[src/rtl/dmem_pkg.sv]
// rtl/dmem_pkg.sv - shared widths, default depth and arbiter state type for the data-memory arbiter
package dmem_pkg;

   localparam int DATA_W    = 32;
   localparam int ADDR_W    = 32;
   localparam int DEPTH_DEF = 32;

   typedef enum logic {
      IDLE  = 1'b0,
      OWNED = 1'b1
   } arb_state_e;

endpackage

[src/rtl/dmem_arbiter_rr_pick.sv]
// rtl/dmem_arbiter_rr_pick.sv - combinational round-robin priority encoder (first request at or after ptr_i)
module rr_pick #(
   parameter int N     = 2,
   parameter int IDX_W = 1
) (
   input  logic [N-1:0]     req_i,
   input  logic [IDX_W-1:0] ptr_i,
   output logic [N-1:0]     gnt_o,
   output logic [IDX_W-1:0] idx_o,
   output logic             valid_o
);

   int cand;

   always_comb begin
      gnt_o   = '0;
      idx_o   = '0;
      valid_o = 1'b0;
      cand    = 0;
      for (int k = 0; k < N; k++) begin
         cand = int'(ptr_i) + k;
         if (cand >= N) cand = cand - N;
         if (!valid_o && req_i[cand]) begin
            valid_o     = 1'b1;
            gnt_o[cand] = 1'b1;
            idx_o       = IDX_W'(cand);
         end
      end
   end

endmodule

[src/rtl/dmem_arbiter.sv]
// rtl/dmem_arbiter.sv - round-robin arbiter with capped lock bursts for a single-port data memory.
// Optional per-requester grant counters and starvation flags under DMEM_ARB_STATS_EN.
module dmem_arbiter
   import dmem_pkg::*;
#(
   parameter int N_REQ     = 2,
   parameter int DEPTH     = DEPTH_DEF,
   parameter int MAX_BURST = 4
) (
   input  logic                    clk,
   input  logic                    rst,
   input  logic [N_REQ-1:0]        req,
   input  logic [N_REQ-1:0]        lock,
   input  logic [N_REQ-1:0]        we,
   input  logic [N_REQ*ADDR_W-1:0] addr,
   input  logic [N_REQ*DATA_W-1:0] wdata,
   output logic [N_REQ-1:0]        gnt,
   output logic [N_REQ-1:0]        rvalid,
   output logic [DATA_W-1:0]       rdata,
   output logic                    rerr,
   output logic                    mem_we,
   output logic [ADDR_W-1:0]       mem_a,
   output logic [DATA_W-1:0]       mem_wd,
   input  logic [DATA_W-1:0]       mem_rd
`ifdef DMEM_ARB_STATS_EN
   ,
   output logic [N_REQ*16-1:0]     grant_cnt,
   output logic [N_REQ-1:0]        starve_flag
`endif
);

   localparam int IDX_W = (N_REQ > 1) ? $clog2(N_REQ) : 1;
   localparam int CNT_W = $clog2(MAX_BURST + 1);

   arb_state_e       state_q, state_d;
   logic [IDX_W-1:0] owner_q, owner_d;
   logic [IDX_W-1:0] rr_ptr_q, rr_ptr_d;
   logic [CNT_W-1:0] burst_cnt_q, burst_cnt_d;
   logic [CNT_W-1:0] burst_inc;

   logic [N_REQ-1:0]  rvalid_q;
   logic [DATA_W-1:0] rdata_q;
   logic              rerr_q;
   logic [ADDR_W-1:0] mem_a_q;
   logic [DATA_W-1:0] mem_wd_q;

   logic [N_REQ-1:0]  pick_oh;
   logic [IDX_W-1:0]  pick_idx;
   logic              pick_vld;

   logic [N_REQ-1:0]  gnt_raw;
   logic [IDX_W-1:0]  win_idx;
   logic              grant_any;
   logic              grant_ok;
   logic [ADDR_W-1:0] win_addr;
   logic [DATA_W-1:0] win_wdata;
   logic              in_range;

   function automatic logic [IDX_W-1:0] wrap_inc(input logic [IDX_W-1:0] i);
      if (int'(i) == N_REQ - 1) return '0;
      return i + IDX_W'(1);
   endfunction

   rr_pick #(
      .N     (N_REQ),
      .IDX_W (IDX_W)
   ) u_rr_pick (
      .req_i   (req),
      .ptr_i   (rr_ptr_q),
      .gnt_o   (pick_oh),
      .idx_o   (pick_idx),
      .valid_o (pick_vld)
   );

   assign burst_inc = burst_cnt_q + CNT_W'(1);

   always_comb begin
      state_d     = state_q;
      owner_d     = owner_q;
      rr_ptr_d    = rr_ptr_q;
      burst_cnt_d = burst_cnt_q;
      gnt_raw     = '0;
      win_idx     = owner_q;
      grant_any   = 1'b0;
      case (state_q)
         IDLE: begin
            if (pick_vld) begin
               gnt_raw   = pick_oh;
               win_idx   = pick_idx;
               grant_any = 1'b1;
               rr_ptr_d  = wrap_inc(pick_idx);
               if (lock[pick_idx] && (MAX_BURST > 1)) begin
                  state_d     = OWNED;
                  owner_d     = pick_idx;
                  burst_cnt_d = CNT_W'(1);
               end
            end
         end
         OWNED: begin
            // Owner dropping req forfeits the lock; the idle cycle is not handed to others.
            if (req[owner_q]) begin
               gnt_raw[owner_q] = 1'b1;
               grant_any        = 1'b1;
               burst_cnt_d      = burst_inc;
               if (!lock[owner_q] || (burst_inc >= CNT_W'(MAX_BURST))) begin
                  state_d = IDLE;
               end
            end else begin
               state_d = IDLE;
            end
         end
         default: state_d = IDLE;
      endcase
   end

   // Grants are gated by reset so nothing reaches the memory while rst is low.
   assign grant_ok  = grant_any & rst;
   assign gnt       = rst ? gnt_raw : '0;
   assign win_addr  = addr[int'(win_idx)*ADDR_W +: ADDR_W];
   assign win_wdata = wdata[int'(win_idx)*DATA_W +: DATA_W];
   assign in_range  = (win_addr < ADDR_W'(DEPTH));

   assign mem_we = grant_ok & we[win_idx] & in_range;
   assign mem_a  = grant_ok ? win_addr  : mem_a_q;
   assign mem_wd = grant_ok ? win_wdata : mem_wd_q;

   always_ff @(posedge clk or negedge rst) begin
      if (!rst) begin
         state_q     <= IDLE;
         owner_q     <= '0;
         rr_ptr_q    <= '0;
         burst_cnt_q <= '0;
         rvalid_q    <= '0;
         rdata_q     <= '0;
         rerr_q      <= 1'b0;
         mem_a_q     <= '0;
         mem_wd_q    <= '0;
      end else begin
         state_q     <= state_d;
         owner_q     <= owner_d;
         rr_ptr_q    <= rr_ptr_d;
         burst_cnt_q <= burst_cnt_d;
         rvalid_q    <= gnt;
         if (grant_ok) begin
            rdata_q  <= in_range ? mem_rd : '0;
            rerr_q   <= ~in_range;
            mem_a_q  <= win_addr;
            mem_wd_q <= win_wdata;
         end
      end
   end

   assign rvalid = rvalid_q;
   assign rdata  = rdata_q;
   assign rerr   = rerr_q;

`ifdef DMEM_ARB_STATS_EN
   localparam int STARVE_LIM = N_REQ * MAX_BURST;

   logic [N_REQ*16-1:0] grant_cnt_q;
   logic [N_REQ*16-1:0] wait_cnt_q;
   logic [N_REQ-1:0]    starve_q;

   always_ff @(posedge clk or negedge rst) begin
      if (!rst) begin
         grant_cnt_q <= '0;
         wait_cnt_q  <= '0;
         starve_q    <= '0;
      end else begin
         for (int i = 0; i < N_REQ; i++) begin
            if (gnt[i] && (grant_cnt_q[i*16 +: 16] != 16'hFFFF)) begin
               grant_cnt_q[i*16 +: 16] <= grant_cnt_q[i*16 +: 16] + 16'd1;
            end
            if (req[i] && !gnt[i]) begin
               if (wait_cnt_q[i*16 +: 16] != 16'hFFFF) begin
                  wait_cnt_q[i*16 +: 16] <= wait_cnt_q[i*16 +: 16] + 16'd1;
               end
               if (wait_cnt_q[i*16 +: 16] >= 16'(STARVE_LIM)) begin
                  starve_q[i] <= 1'b1;
               end
            end else begin
               wait_cnt_q[i*16 +: 16] <= '0;
            end
         end
      end
   end

   assign grant_cnt   = grant_cnt_q;
   assign starve_flag = starve_q;
`endif

endmodule

[config.mk]
export PLATFORM = sky130hd
export DESIGN_NAME = dmem_arbiter
export DESIGN_NICKNAME = d
export VERILOG_FILES = /design/src/rtl/dmem_pkg.sv /design/src/rtl/dmem_arbiter_rr_pick.sv /design/src/rtl/dmem_arbiter.sv
export SDC_FILE = /design/constraint.sdc
export NUM_CORES = 1
export LEC_CHECK = 0
export BUFFER_PORTS_ARGS = -buffer_cell sky130_fd_sc_hd__buf_4
export CAP_MARGIN = 40
export CORE_MARGIN = 2
export CORE_UTILIZATION = 40
export DETAILED_ROUTE_END_ITERATION = 12
export PLACE_DENSITY = 0.78
export SYNTH_ARGS = -nofsm -noshare
export SYNTH_HDL_FRONTEND = slang
export SYNTH_SLANG_ARGS = --single-unit
[constraint.sdc]
create_clock -name clk -period 1.8 [get_ports clk]
set_input_delay 0 -clock clk [delete_from_list [all_inputs] [get_ports clk]]
set_output_delay 0 -clock clk [all_outputs]
set_load 0.02 [all_outputs]
==> out/metrics.csv, run 1 <==
stage,metric,value,unit
clock_network,CTS tree,done,
power_and_ir_drop,static leakage,4.75,nW
timing,Tmin final,2.12,ns
global_routing,Total Routing Usage GR,34.4,%
timing,slew of the pin with the lowest slew margin,0.584,ns
placement,dpl cells,825,
synth,Yosys cell types,31,
global_routing,vias in the first global route,6267,
synth,top_reg_cell synth,dfrtp_1,
power_and_ir_drop,pwr dens,1210,mW/mm^2
drt,Residual DRC,0,
final_layout,# nets final,1036,
clock_network,clk sinks,105,
timing,final setup vio count,99,
synth,post-synth top area share,56.0,%
critical_path,CP Class,flop to output pin,
global_routing,Overflow after GRT,0,
floorplan,die footprint,0.0126,sq mm
floorplan,starting density of the core,41.1,%
timing,"Slew Viols, Final",0,
power_and_ir_drop,combinational fraction of design power,56.1,%
floorplan,# IOs,270,
power_and_ir_drop,clock share of power,16.6,%
drt,1st-iter DRT viols,517,
critical_path,Critical Path RT,1.80,ns
synth,leading area contributor after synthesis,dfrtp_1,
clock_network,H-tree levels,3,
clock_network,TritonCTS Buffers,9,
clock_network,Clock transition at path regs,0.07,ns
critical_path,Slowest cell on crit path,dfrtp_2,
synth,Synth Cell Area,0.00469,sq mm
synth,#FFs+latches synth,105,
timing,setup ws final,-0.319,ns
timing,Fin. Hold Viols,0,
floorplan,Die X,112,microns
worst_hold_path,hold crit path type,input pin to flop,
clock_network,Max clock buf depth,2,
clock_network,Root Buffer,clkbuf_16,
synth,Synthesis Warnings,0,
global_routing,initial antenna violation count,2,
synth,Area contributors post-synth,"dfrtp_1 56%, mux2i_1 14%, o21ai_0 7.4%",
power_and_ir_drop,Power Internal,7.31,mW
job,max cap viols,0,
timing,Slew HR,61.0,%
floorplan,Die Ht,112,microns
drt,WL final,25.2,mm
final_layout,layout cells sized above 1,49.3,%
placement,detailed-placement wirelength estimate,10.7,mm
timing,fmax,472,MHz
critical_path,Setup crit start kind,flop,
drt,DRT antenna net count,0,
critical_path,Worst Path Arrival,2.12,ns
placement,# port buffers,269,
synth,"count leader, synth",dfrtp_1,
global_routing,largest net degree at the start of global routing,99,
final_layout,Synth-to-Final Area Change,112,%
synth,"EDFF count, synth",0,
run_status,status,finished with violations,
power_and_ir_drop,Switch Pwr,4.74,mW
critical_path,worst-path cell chain,"nor2b_2, o2bb2ai_4, buf_8, buf_12, buf_16, mux2i_1, o21ai_1, buf_4",
critical_path,CP top delay family,buffers and inverters,
power_and_ir_drop,Sw Share,39.3,%
drt,Via density,5.72,
synth,syn avg cell area,11.0,sq um
clock_network,clock latency on the worst-skew pair,0.35,ns
power_and_ir_drop,sequential power share,27.3,%
floorplan,Core Box Area,0.0114,sq mm
critical_path,nature of the critical path endpoint,output pin,
critical_path,Critical Path Fanout Max,6,
synth,"Async S/R FF share, synth",100,%
critical_path,WP buf/inv,4,
timing,setup TNS,-19.83,ns
timing,RSZ-0062 raised after global routing,true,
synth,most instantiated cells after synthesis,"105 x dfrtp_1, 73 x nand2_1, 69 x o21ai_0, 67 x mux2i_1, 33 x a22o_1",
drt,routed len/inst,24.8,microns
synth,Mapped Nets,595,
run_status,failing checks,negative setup slack,
global_routing,first-pass GRT wire length,33.5,mm
floorplan,row count,39,
power_and_ir_drop,Worst IR Drop VDD,0.844,mV
synth,Post-Syn Instances,426,
drt,first-pass detailed-route iteration total,5,
placement,gpl congestion,0.817,
timing,Worst Skew,0.0111,ns
synth,"Seq/Total Area, Yosys",56.0,%
final_layout,"non-filler cells, final",1017,
timing,Tcrit/Tclk final,118,%
critical_path,Crit path largest cell delay,0.45,ns
drt,Via Count,5818,
placement,Placement Setup Slack,-0.130,ns
[cell usage in the layout, fill, tap and decap left out, drive strengths merged, types with 2 or more instances in the layout]
cell	count
buf	311
dlygate4sd3	146
dfrtp	105
nand2	73
o21ai	69
mux2i	67
a22o	33
nor4	12
clkbuf	12
nor2	8
inv	6
nor2b	4
nor3	3
diode	2
nand2b	2
a21oi	2
a211oi	2
[cells by family (layout without fill, tap and decap cells)]
kind of cell	count (synthesis)	in the layout	synth area share (%)
compound gates	112	112	15.5
xor+xnor	1	1	0.187
fa+ha+maj	1	1	0.267
buf+inv	32	478	3.52
flops	105	105	56.0
mux	68	68	14.5
other cells	0	2	0
simple gates	107	107	9.95
[final timing paths]
kind                                  from        endpoint  slack (ns)  cells past startpoint
worst max-delay path               state_q      mem_wd[16]       -0.32                      8
worst min-delay path              addr[36]      mem_a_q[4]       0.002                      3
worst max register to register     state_q        rdata[1]       -0.26                      8
worst min register to register  mem_a_q[1]      mem_a_q[1]        0.47                      2
max in group asynchronous              rst     mem_wd_q[4]        0.65                      3
min in group asynchronous              rst  burst_cnt_q[2]        0.22                      2
[through the flow]
| stage | power (mW) | utilization, % | instance area (sq um) | hold slack (ns) |
|---|---|---|---|---|
| 6_report | 12.0 | 87.2 | 9950 | 0.00156 |
| 3_3_place_gp | 7.66 | 62.0 | 7070 | -0.147 |
| 2_1_floorplan | 5.91 | - | 4830 | -0.296 |
| 3_5_place_dp | 7.79 | 62.0 | 7070 | -0.148 |
| 5_1_grt | 12.5 | 87.2 | 9950 | 0.00843 |
| 4_1_cts | 11.1 | 83.7 | 9550 | -0.00951 |
[cell type report]
type                       instances  area [sq um]
inverter                           2          7.51
multi-input combinational        289          2470
tap                              143           179
sequential                       105          2630
antenna                            2          5.00
timing repair buffer             460          4360
clock buffer                      10           239
clock inverter                     6          56.3
fill                             443          1470
[flip-flops by register name (all words and copies together), names as in the netlist]
signal and cells:
burst_cnt_q 3, mem_a_q 32, mem_wd_q 32, owner_q 1, rdata 32, rerr 1
rr_ptr_q 1, rvalid 2, state_q 1
[metal layers]
| layer | wire [microns] | track usage (%) | part of all wire [%] |
|---|---|---|---|
| met5 | 0 | 0 | 0 |
| met4 | 1550 | 19.0 | 6.1 |
| met3 | 2050 | 9.72 | 8.1 |
| met2 | 13000 | 60.9 | 51 |
| met1 | 8670 | 37.0 | 34 |
[repair_timing]
action,CTS,global route
pin swaps,5,8
resized for setup,83,60
endpoints found under the hold margin,196,2
endpoints found under the setup margin,98,99
setup buffers,14,5
hold buffers,144,2
cloned,8,2
[worst reg2reg max path: stages, from the launching register on]
cell and delay (ns):
dfrtp_2 0.45, nor2b_2 0.18, o2bb2ai_4 0.13, or3_4 0.43, a211oi_4 0.27, buf_6 0.16, buf_12 0.10, buf_16 0.12
a22o_1 0.16
[power groups by stage]
stage	sequential (mW)	clock, mW	combinational [mW]
6_report	3.28	2.00	6.76
4_1_cts	3.22	1.97	5.87
3_3_place_gp	3.22	0	4.45
5_1_grt	3.33	2.12	7.01
3_5_place_dp	3.25	0	4.53
2_1_floorplan	3.19	0	2.71
Power figures use the tool's default switching activity.
==> inputs of run 2 (changes only) <==
--- a/config.mk
+++ b/config.mk
@@ -14,3 +14,4 @@
 export SYNTH_ARGS = -nofsm -noshare
 export SYNTH_HDL_FRONTEND = slang
 export SYNTH_SLANG_ARGS = --single-unit
+export TNS_END_PERCENT = 10
==> run 2 against run 1 <==
  * The run still ends with negative setup slack left
  * Critical path depth fell by 1
  * Global-route usage fell by 5.7 points
  * First-iteration DRC count is 37% lower
  * Clock power fell by 6%
  * Critical endpoint is now mem_wd[17]
  * Largest cell class unchanged
==> out/metrics.csv, run 2 (synthesis gave the netlist of run 1 again) <==
stage,metric,value,unit,change
drt,first-pass detailed-route iteration total,5,,unchanged
final_layout,antenna diode count,0,,was 2
timing,RSZ-0062 raised after global routing,true,,unchanged
global_routing,met2 Resource Use GR,51.9,%,was 60.9%
drt,Via density,5.31,,was 5.72
placement,gpl congestion,0.859,,was 0.817
critical_path,CP top delay family,buffers and inverters,,unchanged
timing,fmax,491,MHz,was 472 MHz
floorplan,Die Ht,112,microns,unchanged
timing,Tcrit/Tclk final,113,%,was 118%
final_layout,Synth-to-Final Area Change,95.4,%,was 112%
timing,slew of the pin with the lowest slew margin,0.426,ns,was 0.584 ns
final_layout,fin area,0.00916,sq mm,was 0.00995 sq mm
timing,setup ws final,-0.239,ns,was -0.319 ns
clock_network,H-tree levels,3,,unchanged
power_and_ir_drop,static leakage,4.52,nW,was 4.75 nW
critical_path,Worst Path Arrival,2.04,ns,was 2.12 ns
drt,WL final,19.5,mm,was 25.2 mm
run_status,failing checks,negative setup slack,,unchanged
final_layout,"commonest non-fill, non-tap cells in the layout","267 x buf_4, 134 x dlygate4sd3_1, 103 x dfrtp_1, 73 x nand2_1, 43 x mux2i_1",,"was 253 x buf_4, 146 x dlygate4sd3_1, 103 x dfrtp_1, 72 x nand2_1, 45 x o21ai_2"
critical_path,worst r2r src,state_q,,unchanged
clock_network,clk sinks,105,,unchanged
drt,DRT antenna net count,0,,unchanged
critical_path,Crit path largest cell delay,0.44,ns,was 0.45 ns
critical_path,FF-to-FF path depth,8,,unchanged
clock_network,Root Buffer,clkbuf_16,,unchanged
floorplan,Core Box Area,0.0114,sq mm,unchanged
critical_path,worst-path cell chain,"nor2b_4, o2bb2ai_4, buf_12, clkbuf_16, mux2i_1, o21ai_1, buf_4",,"was nor2b_2, o2bb2ai_4, buf_8, buf_12, buf_16, mux2i_1, o21ai_1, buf_4"
clock_network,TritonCTS Buffers,9,,unchanged
worst_hold_path,Hold Path Sink,mem_a_q[7],,was mem_a_q[4]
drt,Via Count,5234,,"was 5,818"
clock_network,Max clock buf depth,2,,unchanged
worst_hold_path,hold path depth,3,,unchanged
worst_hold_path,HP Start,addr[7],,was addr[36]
critical_path,Critical Path RT,1.80,ns,about the same
critical_path,Worst R2R Setup Slack,-0.15,ns,was -0.26 ns
clock_network,Clock transition at path regs,0.07,ns,about the same
power_and_ir_drop,Worst IR Drop VDD,0.867,mV,was 0.844 mV
critical_path,R2R Path End,rdata[26],,was rdata[1]
drt,Residual DRC,0,,unchanged
placement,detailed-placement wirelength estimate,10.7,mm,about the same
critical_path,CP Class,flop to output pin,,unchanged
placement,# port buffers,269,,unchanged
final_layout,layout cells sized above 1,44.9,%,was 49.3%
critical_path,Slowest cell on crit path,dfrtp_2,,unchanged
timing,hold_ws,0.00704,ns,was 0.00156 ns
timing,Fin. Hold Viols,0,,unchanged
floorplan,row count,39,,unchanged
timing,Worst Skew,0.00520,ns,was 0.0111 ns
final_layout,"commonest non-fill, non-tap cell in the layout",buf_4,,unchanged
global_routing,GR peak layer,met2,,unchanged
floorplan,# IOs,270,,unchanged
global_routing,Total Routing Usage GR,28.7,%,was 34.4%
worst_hold_path,hold crit path type,input pin to flop,,unchanged
critical_path,nature of the critical path endpoint,output pin,,unchanged
critical_path,WP buf/inv,3,,was 4
floorplan,die footprint,0.0126,sq mm,unchanged
global_routing,M3 GR Usage,6.59,%,was 9.72%
placement,Placement Cell Area,0.00706,sq mm,was 0.00707 sq mm
critical_path,Setup crit start kind,flop,,unchanged
final_layout,# nets final,1006,,"was 1,036"
global_routing,vias in the first global route,5572,,"was 6,267"
floorplan,starting density of the core,41.1,%,unchanged
placement,Placement Setup Slack,-0.115,ns,was -0.130 ns
floorplan,Die X,112,microns,unchanged
power_and_ir_drop,Pwr Total,10.9,mW,was 12.0 mW
clock_network,CTS tree,done,,unchanged
power_and_ir_drop,pwr dens,1190,mW/mm^2,was 1210 mW/mm^2
global_routing,Overflow after GRT,0,,unchanged
global_routing,first-pass GRT wire length,28.4,mm,was 33.5 mm
timing,Tmin final,2.04,ns,was 2.12 ns
timing,"Slew Viols, Final",0,,unchanged
job,max cap viols,0,,unchanged
timing,final setup vio count,98,,was 99
global_routing,largest net degree at the start of global routing,71,,was 99
clock_network,clock latency on the worst-skew pair,0.35,ns,about the same
global_routing,initial antenna violation count,0,,was 2
run_status,status,finished with violations,,unchanged
drt,1st-iter DRT viols,326,,was 517
drt,routed len/inst,19.7,microns,was 24.8 microns
critical_path,Critical Path Fanout Max,8,,was 6
timing,Slew HR,71.3,%,was 61.0%
global_routing,GRT met1 Usage,32.0,%,was 37.0%
run 2: changes by cell type in the layout (fill, tap and decap cells not counted), sizes merged:
cell / change
diode: -2
inv: -1
clkbuf: +1
buf: -19
dlygate4sd3: -12
clkinv: +1
run 2: layer usage:
layer	routed length (microns)	share of wire [%]	up-vias
met1	7010	36	2514
met2	10200	53	273
met3	1340	6.9	79
met5	0	0	-
li1	-	-	2368
met4	893	4.6	0
run 2: where the power goes:
group | leakage [nW] | switching, mW | internal (mW) | total (mW)
clock network | 0.135 | 0.917 | 0.960 | 1.88
logic | 3.05 | 3.02 | 2.80 | 5.82
registers | 1.34 | 0.242 | 3.00 | 3.24
run 2: cell type report:
class	instances	area [sq um]
fillers	642	2250
flip-flops and latches	105	2630
clock buffers	10	229
inverters	2	7.51
well taps	143	179
multi-input cells	289	2200
repair buffers	430	3870
clock inverters	6	50.0
run 2: how the worst max path moves through the flow:
stage,from,to,slack [ns],cells after the start
floorplan,owner_q,mem_a_q[14],-0.06,8
global placement,state_q,rdata[12],-0.02,6
detailed placement,state_q,rdata[29],-0.11,6
CTS,state_q,mem_wd[15],-0.19,7
global route,state_q,mem_wd[17],-0.32,7
finish,state_q,mem_wd[17],-0.24,7
run 2: through the flow:
| stage | utilization (%) | setup TNS, ns | std cells |
|---|---|---|---|
| 2_1_floorplan | - | -2.65 | 426 |
| 3_3_place_gp | 61.6 | -0.446 | 824 |
| 3_5_place_dp | 61.8 | -3.25 | 825 |
| 4_1_cts | 78.2 | -13.14 | 981 |
| 5_1_grt | 80.3 | -20.50 | 985 |
| 6_report | 80.3 | -14.22 | 985 |
run 2: timing repair:
action / 4_1_cts / 5_1_grt
hold endpoints to repair: 109 / 0
cloned: 3 / 3
resized for setup: 35 / 36
pin swaps: 3 / 1
setup buffers: 3 / 1
endpoints found under the setup margin: 100 / 98
hold buffers: 134 / 0
run 2: tightest hold or removal path, delay by kind of cell:
kind / cells / cell delay (ns)
buffers and inverters: 1 / 0.10
AO/OA/AOI/OAI: 1 / 0.15
multiplexers: 1 / 0.06
